`config.mk`:
```
export PLATFORM = sky130hd
export DESIGN_NAME = nonce_search_ctrl_flat
export DESIGN_NICKNAME = d
export VERILOG_FILES = /design/src/rtl/nonce_search_ctrl_if.sv /design/src/rtl/nonce_search_ctrl.sv /design/src/flat_wrapper.sv
export SDC_FILE = /design/constraint.sdc
export NUM_CORES = 1
export LEC_CHECK = 0
export ABC_AREA = 1
export BUFFER_PORTS_ARGS = -buffer_cell sky130_fd_sc_hd__buf_2
export CORE_UTILIZATION = 52
export DETAILED_ROUTE_END_ITERATION = 16
export HOLD_SLACK_MARGIN = 0.12
export PLACE_DENSITY = 0.79
export SETUP_SLACK_MARGIN = 0.02
export SYNTH_ARGS = -nofsm -noshare
export SYNTH_HDL_FRONTEND = slang
export SYNTH_SLANG_ARGS = --single-unit
```
`constraint.sdc`:
```
create_clock -name clk -period 2.35 [get_ports clk]
set_input_delay 0.235 -clock clk [delete_from_list [all_inputs] [get_ports clk]]
set_output_delay 0.235 -clock clk [all_outputs]
set_load 0.02 [all_outputs]
```
`src/rtl/nonce_search_ctrl_if.sv`:
```
// Bundle of host-side search controls and hash-unit handshake for nonce_search_ctrl.
// master = environment (host + hash unit), slave = the controller.
interface nonce_search_ctrl_if #(
    parameter int NONCE_W = 32,
    parameter int HASH_W  = 24
);
    logic               start;
    logic               abort;
    logic [95:0]        data_entry_12;
    logic [NONCE_W-1:0] nonce_init;
    logic [NONCE_W-1:0] nonce_limit;
    logic [7:0]         data_target;
    logic               hash_start;
    logic [95:0]        hash_block;
    logic [NONCE_W-1:0] hash_nonce;
    logic               hash_done;
    logic [HASH_W-1:0]  hash_value;
    logic               busy;
    logic               found;
    logic               exhausted;
    logic [NONCE_W-1:0] result_nonce;
    logic [HASH_W-1:0]  result_hash;
    logic [31:0]        tries;

    modport master (
        output start, abort, data_entry_12, nonce_init, nonce_limit, data_target,
               hash_done, hash_value,
        input  hash_start, hash_block, hash_nonce, busy, found, exhausted,
               result_nonce, result_hash, tries
    );

    modport slave (
        input  start, abort, data_entry_12, nonce_init, nonce_limit, data_target,
               hash_done, hash_value,
        output hash_start, hash_block, hash_nonce, busy, found, exhausted,
               result_nonce, result_hash, tries
    );
endinterface

```
`src/rtl/nonce_search_ctrl.sv`:
```
// Sequences the hash unit over a nonce range and reports the first nonce whose
// top two hash bytes are both strictly below the target, or exhaustion.
module nonce_search_ctrl #(
    parameter int NONCE_W = 32,
    parameter int HASH_W  = 24
) (
    input  logic             clk,
    input  logic             reset,
    nonce_search_ctrl_if.slave bus
);
    localparam logic [1:0] S_IDLE   = 2'd0;
    localparam logic [1:0] S_LAUNCH = 2'd1;
    localparam logic [1:0] S_WAIT   = 2'd2;
    localparam logic [1:0] S_CHECK  = 2'd3;

    logic [1:0]         r_state;
    logic [95:0]        r_block;
    logic [7:0]         r_target;
    logic [NONCE_W-1:0] r_limit;
    logic [NONCE_W-1:0] r_nonce;
    logic [HASH_W-1:0]  r_hash;
    logic               r_found;
    logic               r_exhausted;
    logic [NONCE_W-1:0] r_res_nonce;
    logic [HASH_W-1:0]  r_res_hash;
    logic [31:0]        r_tries;

    logic        w_pass;
    logic        w_last;
    logic [31:0] w_tries_inc;

    assign w_pass      = (r_hash[HASH_W-1 -: 8] < r_target) && (r_hash[HASH_W-9 -: 8] < r_target);
    assign w_last      = (r_nonce == r_limit);
    assign w_tries_inc = (r_tries == 32'hFFFF_FFFF) ? r_tries : r_tries + 32'd1;

    always_ff @(posedge clk or negedge reset) begin
        if (!reset) begin
            r_state     <= S_IDLE;
            r_block     <= '0;
            r_target    <= '0;
            r_limit     <= '0;
            r_nonce     <= '0;
            r_hash      <= '0;
            r_found     <= 1'b0;
            r_exhausted <= 1'b0;
            r_res_nonce <= '0;
            r_res_hash  <= '0;
            r_tries     <= '0;
        end else begin
            case (r_state)
                S_IDLE: begin
                    if (bus.start) begin
                        r_block     <= bus.data_entry_12;
                        r_target    <= bus.data_target;
                        r_limit     <= bus.nonce_limit;
                        r_nonce     <= bus.nonce_init;
                        r_found     <= 1'b0;
                        r_exhausted <= 1'b0;
                        r_tries     <= '0;
                        r_state     <= S_LAUNCH;
                    end
                end
                S_LAUNCH: begin
                    r_state <= bus.abort ? S_IDLE : S_WAIT;
                end
                S_WAIT: begin
                    if (bus.abort) begin
                        r_state <= S_IDLE;
                    end else if (bus.hash_done) begin
                        r_hash  <= bus.hash_value;
                        r_state <= S_CHECK;
                    end
                end
                default: begin
                    // abort wins over the check result and leaves tries untouched
                    if (bus.abort) begin
                        r_state <= S_IDLE;
                    end else begin
                        r_tries <= w_tries_inc;
                        if (w_pass) begin
                            r_found     <= 1'b1;
                            r_res_nonce <= r_nonce;
                            r_res_hash  <= r_hash;
                            r_state     <= S_IDLE;
                        end else if (w_last) begin
                            r_exhausted <= 1'b1;
                            r_state     <= S_IDLE;
                        end else begin
                            r_nonce <= r_nonce + 1'b1;
                            r_state <= S_LAUNCH;
                        end
                    end
                end
            endcase
        end
    end

    assign bus.hash_start   = (r_state == S_LAUNCH);
    assign bus.busy         = (r_state != S_IDLE);
    assign bus.hash_block   = r_block;
    assign bus.hash_nonce   = r_nonce;
    assign bus.found        = r_found;
    assign bus.exhausted    = r_exhausted;
    assign bus.result_nonce = r_res_nonce;
    assign bus.result_hash  = r_res_hash;
    assign bus.tries        = r_tries;
endmodule

```
`src/flat_wrapper.sv`:
```
// flat-port wrapper written by rule: the top's interface ports become plain ports
module nonce_search_ctrl_flat 
#(
    parameter int NONCE_W = 32,
    parameter int HASH_W  = 24
)
  (clk, reset, bus_start, bus_abort, bus_data_entry_12, bus_nonce_init, bus_nonce_limit, bus_data_target, bus_hash_done, bus_hash_value, bus_hash_start, bus_hash_block, bus_hash_nonce, bus_busy, bus_found, bus_exhausted, bus_result_nonce, bus_result_hash, bus_tries);
  nonce_search_ctrl_if #(.NONCE_W(NONCE_W), .HASH_W(HASH_W)) bus_i ();
  input  logic clk;
  input  logic reset;
  input wire logic [$bits(bus_i.start)-1:0] bus_start;
  input wire logic [$bits(bus_i.abort)-1:0] bus_abort;
  input wire logic [$bits(bus_i.data_entry_12)-1:0] bus_data_entry_12;
  input wire logic [$bits(bus_i.nonce_init)-1:0] bus_nonce_init;
  input wire logic [$bits(bus_i.nonce_limit)-1:0] bus_nonce_limit;
  input wire logic [$bits(bus_i.data_target)-1:0] bus_data_target;
  input wire logic [$bits(bus_i.hash_done)-1:0] bus_hash_done;
  input wire logic [$bits(bus_i.hash_value)-1:0] bus_hash_value;
  output wire logic [$bits(bus_i.hash_start)-1:0] bus_hash_start;
  output wire logic [$bits(bus_i.hash_block)-1:0] bus_hash_block;
  output wire logic [$bits(bus_i.hash_nonce)-1:0] bus_hash_nonce;
  output wire logic [$bits(bus_i.busy)-1:0] bus_busy;
  output wire logic [$bits(bus_i.found)-1:0] bus_found;
  output wire logic [$bits(bus_i.exhausted)-1:0] bus_exhausted;
  output wire logic [$bits(bus_i.result_nonce)-1:0] bus_result_nonce;
  output wire logic [$bits(bus_i.result_hash)-1:0] bus_result_hash;
  output wire logic [$bits(bus_i.tries)-1:0] bus_tries;
  assign bus_i.start = bus_start;
  assign bus_i.abort = bus_abort;
  assign bus_i.data_entry_12 = bus_data_entry_12;
  assign bus_i.nonce_init = bus_nonce_init;
  assign bus_i.nonce_limit = bus_nonce_limit;
  assign bus_i.data_target = bus_data_target;
  assign bus_i.hash_done = bus_hash_done;
  assign bus_i.hash_value = bus_hash_value;
  assign bus_hash_start = bus_i.hash_start;
  assign bus_hash_block = bus_i.hash_block;
  assign bus_hash_nonce = bus_i.hash_nonce;
  assign bus_busy = bus_i.busy;
  assign bus_found = bus_i.found;
  assign bus_exhausted = bus_i.exhausted;
  assign bus_result_nonce = bus_i.result_nonce;
  assign bus_result_hash = bus_i.result_hash;
  assign bus_tries = bus_i.tries;
  nonce_search_ctrl #(.NONCE_W(NONCE_W), .HASH_W(HASH_W)) u_core (.clk(clk), .reset(reset), .bus(bus_i));
endmodule
```
==> impl_metrics.csv <==
group,metric,value,unit
finish,final_nets,2479,
route,routed_via_density,5.43,
synthesis,synthFlopType,"dfrtp_1",
synthesis,synthArstFlopShare,100,%
outcome,status,"finished, final reports clean",
synthesis,syn_inst,1656,
cts,cts_tree,"done",
timing,setup_viol,0,
pwr,power.switching,11400,uW
cts,clock_latency,0.57,ns
synthesis,yosysSeqAreaShare,50.3,%
floorplanning,die_h,167,microns
synthesis,synth_warnings,0,
cts,clockBufferDepth,3,
timing,rsz0062_at_grt,"true",
timing,layout_worst_path_cycle_share,94.4,%
synthesis,synth_edf_count,0,
placement,place.port_buffers,416,
route,drtIter0Drc,1096,
worst_setup_path,endpoint_kind,"flop",
floorplanning,die_w,167,microns
pwr,p_int,14600,uW
worst_setup_path,worstReg2RegStart,"u_core.r_target[7]",
synthesis,avgSynthCellArea,8.53,sq um
timing,final_max_slew_viol_count,0,
route,wl_per_cell,19.4,microns
floorplanning,boundaryPins,417,
cts,cts_root_buf,"clkbuf_16",
timing,tightest_slew,0.567,ns
finish,fillers,1793,
floorplanning,die_area,0.0278,sq mm
global_routing,grt_max_degree,85,
synthesis,synthTopCellsByCount,"nand2_1, dfrtp_1, nor2_1",
pwr,p_leak,0.0100,uW
synthesis,synth_area_leaders,"dfrtp_1, nand2_1, mux2_2",
timing,final.setup.worst_slack,0.133,ns
worst_setup_path,critPathRequiredTime,2.81,ns
placement,place_ws,0.183,ns
placement,place.gp.congestion,0.943,
route,drcViolationCount,0,
worst_setup_path,ff2ff_setup_slack,0.13,ns
worst_setup_path,reg2reg_to,"u_core.bus.result_nonce[11]",
worst_setup_path,path_class,"reg -> reg",
finish,drive_gt1_share,28.3,%
synthesis,ys_seq_elements,284,
hold_path,min_from,"bus_start",
synthesis,syn-cell-area,0.0141,sq mm
global_routing,grt.total_usage,36.6,%
synthesis,synth_area_leader_cell,"dfrtp_1",
route,vias,14200,
cts,cts_buffers,30,
timing,relSlewSlack,62.2,%
pwr,p_per_area,1320,mW/mm^2
pwr,clockPowerShare,20.7,%
synthesis,synth.most_common_cell,"nand2_1",
pwr,sw_frac_of_total,43.8,%
global_routing,grt_pass1_vias,14500,
timing,fin_crit,2.22,ns
global_routing,grt_overflow_total,0,
floorplanning,initial_utilization,53.6,%
worst_setup_path,path_max_fanout,84,
worst_setup_path,worstPathArrival,2.68,ns
synthesis,syn_nets,1874,
route,first_pass_iters,7,
cts,cts.reportedPaths.clkPinSlew,0.06,ns
hold_path,min_path_type,"in -> reg",
global_routing,antenna_found_initial,3,
flow_run,drv_cap,0,
timing,max_freq,451,MHz
worst_setup_path,reg2regPathDepth,11,
placement,dp_hpwl,32.4,mm
pwr,finalPower,26000,uW
worst_setup_path,worstSetupStartpointType,"flop",
floorplanning,core-area,0.0264,sq mm
global_routing,grt_pass1_wl,79.6,mm
synthesis,yosysTopAreaCellShare,50.3,%
pwr,vdd_drop_max,1.04,mV
cts,cts_sinks,284,
route,ant_nets,0,
synthesis,synthDistinctLibCells,40,
pwr,seqPwrFrac,33.5,%
hold_path,holdPathStages,4,
cts,h-tree-depth,1,
floorplanning,core.rowCount,59,
timing,finalHoldViolCount,0,
finish,area_delta_synth_final,39.9,%
route,wirelength,51.0,mm
hold_path,hold-path-endpoint,"u_core.bus.found",
timing,fin_skew,0.0166,ns
pwr,combinationalPowerShare,45.8,%
[state kept, by name, indices dropped and copies added, names as in the netlist]
signal / cells
u_core.bus.exhausted: 1
u_core.bus.found: 1
u_core.bus.hash_block: 96
u_core.bus.hash_nonce: 32
u_core.bus.result_hash: 24
u_core.bus.result_nonce: 32
u_core.bus.tries: 32
u_core.r_hash: 24
u_core.r_limit: 32
u_core.r_state: 2
u_core.r_target: 8
[cell usage in the layout, fill, tap and decap left out, drive strengths merged, types with 2 or more instances in the layout]
cell type,Yosys,layout
nand3b,4,4
dlygate4sd3,0,195
nand3,96,96
clkinv,0,3
or2,5,5
diode,0,6
mux2,107,107
clkbuf,30,46
o21ai,99,99
xor2,31,31
ha,21,21
buf,43,451
a31oi,6,6
nand4,11,11
o31ai,2,2
a21o,3,3
a21oi,64,64
bufinv,0,5
nor2,181,181
clkinvlp,0,2
dfrtp,284,284
xnor2,16,16
inv,143,143
nand2,486,486
nor3,18,18
[power groups by stage]
| stage | Clock [uW] | Sequential [uW] | Combinational [uW] |
|---|---|---|---|
| floorplan | 0 | 9990 | 5900 |
| global placement | 0 | 8430 | 10900 |
| detailed placement | 0 | 8530 | 11200 |
| CTS | 5370 | 8490 | 11600 |
| global route | 5600 | 8890 | 12900 |
| finish | 5390 | 8710 | 11900 |
[cell families (layout without fill, tap and decap cells)]
logic type,count (synthesis),in the layout,synth area share [%]
simple gates,804,804,23.1
flops,284,284,50.3
buf+inv,216,845,6.44
compound gates,177,177,6.82
mux,107,107,8.53
xor+xnor,47,47,2.92
fa+ha+maj,21,21,1.86
other cells,0,6,0
[worst max-delay path by stage]
stage                       startpoint  cells after the start                     endpoint
finish              u_core.r_target[7]                     11  u_core.bus.result_nonce[11]
global route        u_core.r_target[7]                     12   u_core.bus.result_nonce[8]
CTS                  u_core.r_state[0]                      5                     bus_busy
detailed placement  u_core.r_target[7]                     12  u_core.bus.result_nonce[10]
global placement     u_core.r_hash[15]                     11  u_core.bus.result_nonce[14]
floorplan            u_core.r_hash[23]                     12  u_core.bus.result_nonce[14]
[per-layer routing]
layer	vias to the layer above	share of wire [%]	track usage (%)
li1	6510	-	-
met1	6782	37	41.3
met2	743	50	64.4
met3	214	6.4	5.85
met4	0	7.3	24.0
met5	-	0	0
[through the flow]
step	cell area (sq um)	cells	util [%]	hold WS [ns]	TNS, ns
after global routing	19700	2624	74.9	0.164	-0.401
after global placement	16600	2369	63.2	0.206	0
after detailed placement	16600	2369	63.2	0.208	0
after CTS	19700	2620	74.9	0.129	0
after floorplan	14100	1656	-	-0.0606	0
final	19700	2626	74.9	0.131	0
[worst max-delay path, stage by stage (launching register included)]
cell     delay (ns)
dfrtp_1        0.37
inv_1          0.11
ha_1           0.26
nand2_1        0.08
nand2_1        0.06
nor2_1         0.11
nand3_1        0.08
nor2_2         0.14
nand3_1        0.15
or2_4          0.27
buf_12         0.21
o21ai_0        0.25
[what timing repair did]
item                                    CTS  global route
endpoints found under the setup margin    1            12
resized for setup                         1             3
hold buffers                            195             0
buffers inserted                          0             0
endpoints found under the hold margin   480             0
[area by class of cell]
class	count	area, sq um	area share, %
Timing Repair Buffer	646	4430	22.4
Sequential cell	284	7110	36.0
Clock buffer	46	931	4.71
Multi-Input combinational cell	1156	6120	31.0
Antenna cell	6	15.0	0.0760
Tap cell	335	419	2.12
Inverter	143	539	2.73
Clock inverter	10	195	0.988
No activity file was read; power rests on OpenSTA's default activity.
